[config.mk]
export PLATFORM = sky130hd
export DESIGN_NAME = multicycle_controller
export DESIGN_NICKNAME = d
export VERILOG_FILES = /design/src/rtl/mc_ctrl_pkg.sv /design/src/rtl/mem_wait_timer.sv /design/src/rtl/multicycle_controller.sv
export SDC_FILE = /design/constraint.sdc
export NUM_CORES = 1
export LEC_CHECK = 0
export CAP_MARGIN = 10
export CORE_UTILIZATION = 65
export CTS_CLUSTER_DIAMETER = 30
export DETAILED_ROUTE_END_ITERATION = 8
export DONT_BUFFER_PORTS = 1
export PLACE_DENSITY = 0.83
export SYNTH_ARGS = -nofsm -noshare
export SYNTH_HDL_FRONTEND = slang
export SYNTH_SLANG_ARGS = --single-unit
[constraint.sdc]
create_clock -name clk -period 2.82 [get_ports clk]
set_input_delay 0.282 -clock clk [delete_from_list [all_inputs] [get_ports clk]]
set_output_delay 0.282 -clock clk [all_outputs]
set_load 0.01 [all_outputs]
[src/rtl/mc_ctrl_pkg.sv]
// Shared definitions for the multi-cycle core controller: opcodes, FSM states
// and the datapath mux-select encodings.
package mc_ctrl_pkg;

  localparam logic [6:0] OP_R      = 7'b0110011;
  localparam logic [6:0] OP_IMM    = 7'b0010011;
  localparam logic [6:0] OP_LOAD   = 7'b0000011;
  localparam logic [6:0] OP_STORE  = 7'b0100011;
  localparam logic [6:0] OP_BRANCH = 7'b1100011;
  localparam logic [6:0] OP_JAL    = 7'b1101111;
  localparam logic [6:0] OP_JALR   = 7'b1100111;
  localparam logic [6:0] OP_SYSTEM = 7'b1110011;

  typedef enum logic [2:0] {
    ST_IF    = 3'd0,
    ST_ID    = 3'd1,
    ST_EX    = 3'd2,
    ST_MEM   = 3'd3,
    ST_WB    = 3'd4,
    ST_PCINC = 3'd5,
    ST_HALT  = 3'd6,
    ST_ERROR = 3'd7
  } state_t;

  localparam logic [1:0] SRC_B_RS2  = 2'b00;
  localparam logic [1:0] SRC_B_IMM  = 2'b01;
  localparam logic [1:0] SRC_B_FOUR = 2'b10;

  localparam logic [1:0] ALU_OP_ADD    = 2'b00;
  localparam logic [1:0] ALU_OP_BRANCH = 2'b01;
  localparam logic [1:0] ALU_OP_FUNCT  = 2'b10;

  localparam logic [1:0] PC_SRC_ALU    = 2'b00;
  localparam logic [1:0] PC_SRC_ALUOUT = 2'b01;
  localparam logic [1:0] PC_SRC_PC4    = 2'b10;

  // States that hold an outstanding memory access and are subject to the timeout.
  function automatic logic is_mem_wait_state(state_t s);
    return (s == ST_IF) || (s == ST_MEM);
  endfunction

endpackage

[src/rtl/mem_wait_timer.sv]
// Counts consecutive not-ready memory cycles and flags the cycle on which
// the tolerated wait budget runs out.
module mem_wait_timer #(
  parameter int MEM_WAIT_MAX = 255
) (
  input  logic clk,
  input  logic reset_n,
  input  logic count_en,
  output logic expired
);

  localparam int W = $clog2(MEM_WAIT_MAX + 1);
  localparam logic [W-1:0] LIMIT = W'(MEM_WAIT_MAX - 1);

  logic [W-1:0] count;

  // Any cycle that is not a stalled memory cycle restarts the count, which
  // also covers entry into IF/MEM and a completing access.
  always_ff @(posedge clk or negedge reset_n) begin
    if (!reset_n) begin
      count <= '0;
    end else if (count_en) begin
      count <= count + W'(1);
    end else begin
      count <= '0;
    end
  end

  assign expired = count_en && (count == LIMIT);

endmodule

[src/rtl/multicycle_controller.sv]
// Multi-cycle RISC-V control FSM: walks each instruction through IF/ID/EX/MEM/WB
// and drives the datapath enables and selects from state and opcode.
module multicycle_controller
  import mc_ctrl_pkg::*;
#(
  parameter int MEM_WAIT_MAX = 255
) (
  input  logic       clk,
  input  logic       reset_n,
  input  logic [6:0] opcode,
  input  logic       bcond,
  input  logic       is_halt_req,
  input  logic       mem_ready,
  output logic       ir_write,
  output logic       mem_read,
  output logic       mem_write,
  output logic       i_or_d,
  output logic       reg_write,
  output logic       mem_to_reg,
  output logic       pc_to_reg,
  output logic       pc_write,
  output logic       pc_write_cond,
  output logic       alu_src_a,
  output logic [1:0] alu_src_b,
  output logic [1:0] alu_op,
  output logic [1:0] pc_source,
  output logic       halted,
  output logic       mem_timeout,
  output logic [2:0] state
);

  state_t cur_state;
  state_t next_state;

  logic wait_expired;
  logic mem_stall;

  logic ir_write_dec;
  logic mem_write_dec;
  logic reg_write_dec;
  logic pc_write_dec;
  logic pc_write_cond_dec;

  always_ff @(posedge clk or negedge reset_n) begin
    if (!reset_n) begin
      cur_state <= ST_IF;
    end else begin
      cur_state <= next_state;
    end
  end

  assign mem_stall = is_mem_wait_state(cur_state) && !mem_ready;

  mem_wait_timer #(
    .MEM_WAIT_MAX(MEM_WAIT_MAX)
  ) u_mem_wait_timer (
    .clk     (clk),
    .reset_n (reset_n),
    .count_en(mem_stall),
    .expired (wait_expired)
  );

  always_comb begin
    next_state        = cur_state;
    ir_write_dec      = 1'b0;
    mem_read          = 1'b0;
    mem_write_dec     = 1'b0;
    i_or_d            = 1'b0;
    reg_write_dec     = 1'b0;
    mem_to_reg        = 1'b0;
    pc_to_reg         = 1'b0;
    pc_write_dec      = 1'b0;
    pc_write_cond_dec = 1'b0;
    alu_src_a         = 1'b0;
    alu_src_b         = SRC_B_RS2;
    alu_op            = ALU_OP_ADD;
    pc_source         = PC_SRC_ALU;
    halted            = 1'b0;
    mem_timeout       = 1'b0;

    case (cur_state)
      ST_IF: begin
        mem_read = 1'b1;
        if (mem_ready) begin
          ir_write_dec = 1'b1;
          next_state   = ST_ID;
        end else if (wait_expired) begin
          next_state = ST_ERROR;
        end
      end

      ST_ID: begin
        alu_src_b = SRC_B_IMM;
        if (opcode == OP_SYSTEM) begin
          next_state = is_halt_req ? ST_HALT : ST_PCINC;
        end else begin
          next_state = ST_EX;
        end
      end

      ST_EX: begin
        case (opcode)
          OP_R: begin
            alu_src_a  = 1'b1;
            alu_op     = ALU_OP_FUNCT;
            next_state = ST_WB;
          end
          OP_IMM: begin
            alu_src_a  = 1'b1;
            alu_src_b  = SRC_B_IMM;
            alu_op     = ALU_OP_FUNCT;
            next_state = ST_WB;
          end
          OP_LOAD, OP_STORE: begin
            alu_src_a  = 1'b1;
            alu_src_b  = SRC_B_IMM;
            next_state = ST_MEM;
          end
          OP_BRANCH: begin
            alu_src_a         = 1'b1;
            alu_op            = ALU_OP_BRANCH;
            pc_write_cond_dec = 1'b1;
            pc_source         = PC_SRC_ALUOUT;
            next_state        = bcond ? ST_IF : ST_PCINC;
          end
          OP_JAL: begin
            reg_write_dec = 1'b1;
            pc_to_reg     = 1'b1;
            pc_write_dec  = 1'b1;
            pc_source     = PC_SRC_ALUOUT;
            next_state    = ST_IF;
          end
          OP_JALR: begin
            alu_src_a     = 1'b1;
            alu_src_b     = SRC_B_IMM;
            reg_write_dec = 1'b1;
            pc_to_reg     = 1'b1;
            pc_write_dec  = 1'b1;
            pc_source     = PC_SRC_ALU;
            next_state    = ST_IF;
          end
          // Unrecognised opcodes idle through EX and then just advance the PC.
          default: begin
            next_state = ST_PCINC;
          end
        endcase
      end

      ST_MEM: begin
        i_or_d        = 1'b1;
        mem_read      = (opcode != OP_STORE);
        mem_write_dec = (opcode == OP_STORE);
        if (mem_ready) begin
          if (opcode == OP_STORE) begin
            pc_write_dec = 1'b1;
            pc_source    = PC_SRC_PC4;
            next_state   = ST_IF;
          end else begin
            next_state = ST_WB;
          end
        end else if (wait_expired) begin
          next_state = ST_ERROR;
        end
      end

      ST_WB: begin
        reg_write_dec = 1'b1;
        mem_to_reg    = (opcode == OP_LOAD);
        pc_write_dec  = 1'b1;
        pc_source     = PC_SRC_PC4;
        next_state    = ST_IF;
      end

      ST_PCINC: begin
        pc_write_dec = 1'b1;
        pc_source    = PC_SRC_PC4;
        next_state   = ST_IF;
      end

      ST_HALT: begin
        halted = 1'b1;
      end

      ST_ERROR: begin
        mem_timeout = 1'b1;
      end

      default: begin
        next_state = ST_IF;
      end
    endcase
  end

  // Write enables are qualified by reset_n so none can pulse while reset is held.
  assign ir_write      = ir_write_dec      & reset_n;
  assign mem_write     = mem_write_dec     & reset_n;
  assign reg_write     = reg_write_dec     & reset_n;
  assign pc_write      = pc_write_dec      & reset_n;
  assign pc_write_cond = pc_write_cond_dec & reset_n;

  assign state = cur_state;

endmodule
==> run summary, run 1 <==
Cell taking the most area after synthesis: sky130_fd_sc_hd__dfrtp_1. The tools report the synthesized netlist net count as 136. The final layout contains 134 nets.

In this run the remaining antenna-violating nets after routing total 0. The cell with the most instances after synthesis is sky130_fd_sc_hd__nor2_1. Measured along the x axis, the die boundary spans 41.3 um. The tools report the arrival time of the worst setup path as 2.11 ns. The setup TNS was 0 ns; the fraction of post-synthesis cell area in the top cell type by area was 27.4%.

In this run, synthesis produced a sequential element count of 11. In this run the standard cell core region covers 0.00137 mm2. The number of input and output port buffers inserted came out at 0. The logs give 61.5% for the remaining max-slew budget at the tightest pin and 0 for the leftover overflow at the end of global routing.

The area overhead of the layout relative to synthesis was -1.49%; the worst slack at placement was 0.707 ns. The filler cells instantiated in the layout total 125. Origin of the worst setup path: state[1]. Clock-pin slew was measured on the worst setup and hold paths at 0.06 ns. The tools report the highest ir drop seen on vdd as 0.390 mV.

After synthesis, the most frequently instantiated cells are sky130_fd_sc_hd__nor2_1, sky130_fd_sc_hd__dfrtp_1, sky130_fd_sc_hd__o21ai_0, sky130_fd_sc_hd__nand3_1. The run gives 648 um2 as the area occupied by multi-input gates. The number of max-slew violations in the final report was 0. The count of routing violations after the opening detailed-route iteration came out at 15.

Entering global routing, the biggest net connects 20 pins. The first TritonRoute pass finished after 4 iterations. The worst path needs 2.40 ns of the cycle, external delays included. Along the worst path, the maximum fanout reaches 19.

For this run, asynchronously set or reset flops after synthesis account for 100%. The max-cap check violation count was 0. Setup repair after global routing left no endpoint under its margin.

Die outline height: 41.3 um. The clock drives 11 sinks. Once placement completed, the tool counted placed cells totaling 129. The required time of the critical path is 2.54 ns, and the floorplan die area is 0.00171 mm2. After layout, the worst path uses 84.9% of the clock period. Leaving out filler cells and counting taps, the final layout contains 134.

In this run the critical register-to-register path is launched from state[1]. The tools report the post-synthesis instance area as 0.00100 mm2. The run finished with clean final reports. Summed over all nets, the half-perimeter wirelength after detailed placement is 1480 um. The average via count per standard cell was 6.59; the total wire length was 2040 um.

Setup violations remaining at the end of the flow were counted as 0. The initial utilization of the core area, before any placement, comes to 73.5%. The run gives 990 um2 as the design area. The first global-routing pass estimated 2940 um of wire. During I/O placement, the number of pins put on the boundary was 33. 0 antenna diodes ended up in the layout.

Dividing the detail-routed wire length by the instance count gives 15.2 um. The number of warnings reported in the yosys synthesis log was 0; the standard cell area after detailed placement was 953 um2. The tools report the kind of launch point of the worst setup path as a flop. The tools report the buffer cell driving the clock tree root as sky130_fd_sc_hd__clkbuf_4. Measured in cells, the most critical reg-to-reg path has a length of 4. TritonCTS built the clock tree. The run gives 0 as the post-CTS setup repair buffer count.

The classification of the worst-slack hold path is in -> reg. The routed layout has 883 vias. A synthesized cell averages 8.24 um2. Synthesis instantiated 48 different standard cells from the library. Final hold analysis gives a worst-case slack of 0.158 ns. Yosys attributes the largest share of cell area to sky130_fd_sc_hd__dfrtp_1, sky130_fd_sc_hd__nor2_1, sky130_fd_sc_hd__o21ai_0. After synthesis, flip-flops and latches occupy 27.4% of the total area. After technology mapping, the gate count stands at 122. The critical path is of the reg -> out type. Global routing used 26.8% of the available tracks. The final count of hold timing violations is 0, and the final weighted congestion of routability-driven global placement is 0.778. The final worst slack was 0.425 ns. The number of rows in the core area was 13. The number of antenna violations at the first check in global routing came out at 0. The clock passes through at most 2 buffers. The analysis attributes to cell leakage a power of 0.000394 uW. The via count of the first global-routing pass is 671. The commonest register cell after synthesis is sky130_fd_sc_hd__dfrtp_1.

The run gives 0.27 ns as the source-to-sink clock delay at the later pin of the worst-skew pair. For the final database, setup skew stands at 0.00171 ns. The number of H-tree branching levels came out at 1.

The worst setup path is captured at an output pin. In this run, synthesis inferred 0 flip-flops with an integrated enable. For the hold buffer count at cts, the log shows 1. Summing all flip-flop and latch instances after layout gives 275 um2. After detailed routing, the number of remaining DRC violations is 0.

For the pin with the worst max-slew slack, the measured transition is 0.574 ns. Setup slack on the worst flop-to-flop path: 1.09 ns. The endpoint identified for the worst register-to-register timing path is state[2]. For this design the ratio of total power to cell area is 669 mW/mm2. Critical path endpoint: pc_write_cond. The proportion of layout cells with a drive suffix above 1 is 9.24%, and the post-cts resize count is 0. The number of clock buffers added by TritonCTS is 3. Based on the critical path, the design can be clocked at up to 0.417 GHz.
[cell families after synthesis]
kind of cell / share of synthesized area, %
flip-flops: 27.4
AO/OA/AOI/OAI: 18.3
AND/OR/NAND/NOR: 38.9
adder cells (fa/ha/maj): 2.49
multiplexers: 0.996
other: 0.373
buffers and inverters: 8.09
XOR/XNOR: 3.49
[per-layer routing]
| layer | vias to the layer above | GRT usage, % | wire length [um] |
|---|---|---|---|
| li1 | 433 | - | - |
| met1 | 409 | 37.3 | 983 |
| met2 | 39 | 39.1 | 881 |
| met3 | 2 | 11.2 | 163 |
| met4 | 0 | 4.84 | 6 |
| met5 | - | 0 | 0 |
[cell type report]
type / count / share of cell area [%]
multi-input combinational: 100 / 65.5
sequential: 11 / 27.8
clock buffer: 4 / 2.65
tap: 15 / 1.90
inverter: 3 / 1.14
timing repair buffer: 1 / 1.01
[state kept, by name, indices dropped and copies added (netlist names)]
signal / flops
state: 3
u_mem_wait_timer.count: 8
[worst min-delay path by stage]
stage / from / to / slack, ns / cells after the start
floorplan: reset_n / state[0] / -0.01 / 0
global placement: reset_n / state[1] / -0.01 / 0
detailed placement: reset_n / state[2] / -0.01 / 0
CTS: mem_ready / state[1] / 0.15 / 1
global route: mem_ready / state[1] / 0.15 / 1
finish: mem_ready / state[1] / 0.16 / 1
[placed cells by master, fill, tap and decap left out, drive strengths merged, types with 3 or more instances in the layout]
| cell type | Yosys | final |
|---|---|---|
| nand2 | 6 | 6 |
| nor2 | 16 | 16 |
| nand3 | 7 | 7 |
| a21oi | 6 | 6 |
| xor2 | 3 | 3 |
| nand2b | 3 | 3 |
| or3 | 4 | 4 |
| clkbuf | 1 | 4 |
| o21ai | 8 | 8 |
| o31ai | 3 | 3 |
| nor3b | 3 | 3 |
| dfrtp | 11 | 11 |
| nor2b | 4 | 4 |
| nor3 | 6 | 6 |
| inv | 3 | 3 |
[power breakdown]
part,switching (uW),internal [uW]
Clock,48.5,54.8
Sequential,97.3,185
Combinational,155,122
[stage by stage]
stage	power, uW	utilization (%)
floorplan	546	-
global placement	550	69.8
detailed placement	558	69.8
CTS	668	72.4
global route	723	72.4
finish	662	72.4
[worst max-delay path, cell delays in order, from the launching register on]
cell and delay, ns:
sky130_fd_sc_hd__dfrtp_1 0.68, sky130_fd_sc_hd__nor3b_2 0.46, sky130_fd_sc_hd__nand3_1 0.17, sky130_fd_sc_hd__nor2_1 0.30, sky130_fd_sc_hd__and2_1 0.24
Power figures use the tool's default switching activity.
==> run 2: changes to the inputs <==
--- a/config.mk
+++ b/config.mk
@@ -5,12 +5,13 @@
 export SDC_FILE = /design/constraint.sdc
 export NUM_CORES = 1
 export LEC_CHECK = 0
+export ABC_AREA = 1
 export CAP_MARGIN = 10
-export CORE_UTILIZATION = 65
+export CORE_UTILIZATION = 55
 export CTS_CLUSTER_DIAMETER = 30
 export DETAILED_ROUTE_END_ITERATION = 8
 export DONT_BUFFER_PORTS = 1
-export PLACE_DENSITY = 0.83
+export PLACE_DENSITY = 0.75
 export SYNTH_ARGS = -nofsm -noshare
 export SYNTH_HDL_FRONTEND = slang
 export SYNTH_SLANG_ARGS = --single-unit
==> constraint.sdc (replaced) <==
create_clock -name clk -period 2.1 [get_ports clk]
set_input_delay 0.21 -clock clk [delete_from_list [all_inputs] [get_ports clk]]
set_output_delay 0.21 -clock clk [all_outputs]
set_load 0.01 [all_outputs]
==> run summary, run 2 <==
The detailed-placement wirelength estimate is 1700 um, and the floorplan die area is 0.00187 mm2. The static leakage power is 0.000523 uW. Setup repair after global routing left no endpoint under its margin.

The first global-routing pass estimated 3460 um of wire. Yosys instantiated no cell more often than sky130_fd_sc_hd__nand2_1. Based on the critical path, the design can be clocked at up to 0.518 GHz. Headroom to the max-slew limit came out at 62.6%. The logs give 152 for the number of instances in the synthesized netlist and 929 for the count of vias placed by the detailed router.

Entering global routing, the biggest net connects 12 pins. The proportion of layout cells with a drive suffix above 1 was 14.1%. The fraction of post-synthesis cell area in the top cell type by area is 29.4%, and the core area is 0.00154 mm2. For the setup violation total in the final timing report, the log shows 0.

The via count of the first global-routing pass was 862; the leftover overflow at the end of global routing was 0. The logs give 24.9% for the global-route usage over all layers and 0.891 for the final weighted congestion of routability-driven global placement. In the final routed layout, each cell accounts on average for 12.3 um. The number of antenna diodes in the final layout is 0. The tools report the buffer cell driving the clock tree root as sky130_fd_sc_hd__clkbuf_4. Counting every sink on the clock net gives 11. The worst register-to-register path has a depth of 10.

Final hold analysis gives a worst-case slack of 0.198 ns. TritonCTS built the clock tree. The number of H-tree branching levels is 1. The tools report the boundary pin count as 33. The tools report the post-CTS setup repair buffer count as 0.

The tools report the kind of launch point of the worst setup path as a flop. Power spread over the standard cell area amounts to 384 mW/mm2. The area overhead of the layout relative to synthesis was 6.55%; the required time of the critical path was 1.89 ns.

After clock tree synthesis, the clock-pin slew on the worst setup and hold paths is 0.07 ns. Final worst-path cycle share: 91.9%. The run finished with clean final reports. The biggest area contributor in the post-synthesis netlist is sky130_fd_sc_hd__dfrtp_1.

The tools report the origin of the worst setup path as state[1]. The floorplan has 14 rows. The logs give 0 ns for the setup TNS and 0.00175 ns for the worst-case clock skew. The commonest register cell after synthesis was sky130_fd_sc_hd__dfrtp_1.

The tools report the source-to-sink clock delay at the later pin of the worst-skew pair as 0.27 ns. The worst setup path is captured at an output pin. The tools report the sequential fraction of the synthesis area as 29.4%. The worst register-to-register path begins at state[0]. The logs give 60.7% for the starting utilization of the core area and 171 for the final net count. Flip-flop count of the largest register, all copies and words added: 8.

In the post-synthesis netlist, the biggest area contributors are sky130_fd_sc_hd__dfrtp_1, sky130_fd_sc_hd__nand2_1, sky130_fd_sc_hd__inv_1. Yosys mapped a number of flops with a built-in enable equal to 0. IR analysis of the VDD net gives a maximum drop of 0.314 mV. From left edge to right edge, the die measures 43.3 um.

At the pin with the least slew margin, the transition time is 0.556 ns. The max-cap check violation count is 0, and the average via count per standard cell is 5.40. The die outline height was 43.3 um; the total power was 383 uW.

The logs give 1.72 ns for the arrival time of the worst setup path and 936 um2 for the post-synthesis instance area. The remaining number of nets flagged by the antenna check after routing was 0; the iteration count of the initial detailed-routing pass was 4. The proportion of register bits with asynchronous set or reset after synthesis is 100%, and the number of antenna violations at the first check in global routing is 0. The number of buffers created by CTS is 3, and the number of max-slew violations in the final report is 0. The commonest cells after synthesis are sky130_fd_sc_hd__nand2_1, sky130_fd_sc_hd__inv_1, sky130_fd_sc_hd__nor2_1, sky130_fd_sc_hd__dfrtp_1, sky130_fd_sc_hd__nand3_1. After detailed placement, the total cell area comes to 948 um2. Most common cell after layout, fill and taps aside: sky130_fd_sc_hd__nand2_1. The run gives 0 as the final count of hold timing violations.

The first routing iteration left 19 violations. The terminus of the critical flop-to-flop path is state[0]. The critical path class is reg -> out. The most critical setup path has its endpoint at pc_write_cond. In this run the worst hold path is classified as in -> reg.

The register with the most flip-flops in the final layout is u_mem_wait_timer.count. The worst hold path begins at is_halt_req. The number of nets handed over by synthesis was 166.

For this run, design rule violations remaining after detail routing come to 0. Final critical delay including setup and external delays: 1.93 ns. For this run, the number of Yosys warnings is 0. The finished cells cover 997 um2. Of all nets on the critical path, the largest fanout is 7. No sink is reached through more buffers than the 2 on the longest clock path. The total wire length was 2110 um. Total of flip-flops plus latches after synthesis: 11. The average footprint of a synthesized cell was 6.16 um2; the number of input and output port buffers inserted was 0.

For flop-to-flop paths, the worst setup slack is 0.57 ns. The run gives 23 as the count of distinct cell types in the synthesized netlist. In the layout the commonest cells are sky130_fd_sc_hd__nand2_1, sky130_fd_sc_hd__inv_1, sky130_fd_sc_hd__nor2_1.
==> run 2: logic make-up after synthesis <==
kind of cell | after synthesis | synth area share (%)
other | 1 | 0.401
buffers and inverters | 30 | 12.4
XOR/XNOR | 4 | 3.74
AND/OR/NAND/NOR | 93 | 44.8
flip-flops | 11 | 29.4
AO/OA/AOI/OAI | 11 | 6.55
adder cells (fa/ha/maj) | 2 | 2.67
==> run 2: critical path, stage by stage (launching register included) <==
cell and delay, ns:
sky130_fd_sc_hd__dfrtp_1 0.53, sky130_fd_sc_hd__inv_1 0.12, sky130_fd_sc_hd__nor3_4 0.23, sky130_fd_sc_hd__inv_2 0.11
sky130_fd_sc_hd__nor2_2 0.21, sky130_fd_sc_hd__inv_2 0.05, sky130_fd_sc_hd__nor2_1 0.18
==> run 2: power by group <==
part	internal, uW	switching, uW
registers	212	0
clock network	73.7	72.6
logic	6.83	18.6
==> run 2: how the worst min path moves through the flow <==
| stage | to | slack (ns) | cells past startpoint |
|---|---|---|---|
| 2_1_floorplan | state[0] | -0.09 | 0 |
| 3_3_place_gp | u_mem_wait_timer.count[4] | -0.09 | 0 |
| 3_5_place_dp | u_mem_wait_timer.count[4] | -0.09 | 0 |
| 4_1_cts | state[1] | 0.20 | 4 |
| 5_1_grt | state[1] | 0.20 | 4 |
| 6_report | state[1] | 0.20 | 4 |
==> run 2: through the flow <==
| stage | cells | util [%] | worst slack (ns) |
|---|---|---|---|
| final | 172 | 64.7 | 0.170 |
| after global routing | 172 | 64.7 | 0.0557 |
| after CTS | 172 | 63.9 | 0.107 |
| after detailed placement | 167 | 61.5 | 0.402 |
| after global placement | 167 | 61.5 | 0.438 |
| after floorplan | 152 | - | 0.532 |
==> run 2: routing by layer <==
metal	GRT usage (%)	share of wire, %	up-vias
li1	-	-	478
met1	32.4	47	411
met2	38.5	44	36
met3	8.51	7.7	4
met4	8.48	1.6	0
met5	0	0	-
==> run 2: area by class of cell <==
| class | instances | area, um2 |
|---|---|---|
| well taps | 16 | 20.0 |
| fillers | 150 | 544 |
| clock buffers | 4 | 26.3 |
| repair buffers | 1 | 10.0 |
| multi-input cells | 111 | 557 |
| flip-flops and latches | 11 | 275 |
| inverters | 29 | 109 |
==> run 2: timing repair <==
item	CTS	global route
resized for setup	0	2
hold buffers	1	0
setup endpoints to repair	0	1
hold endpoints to repair	11	0
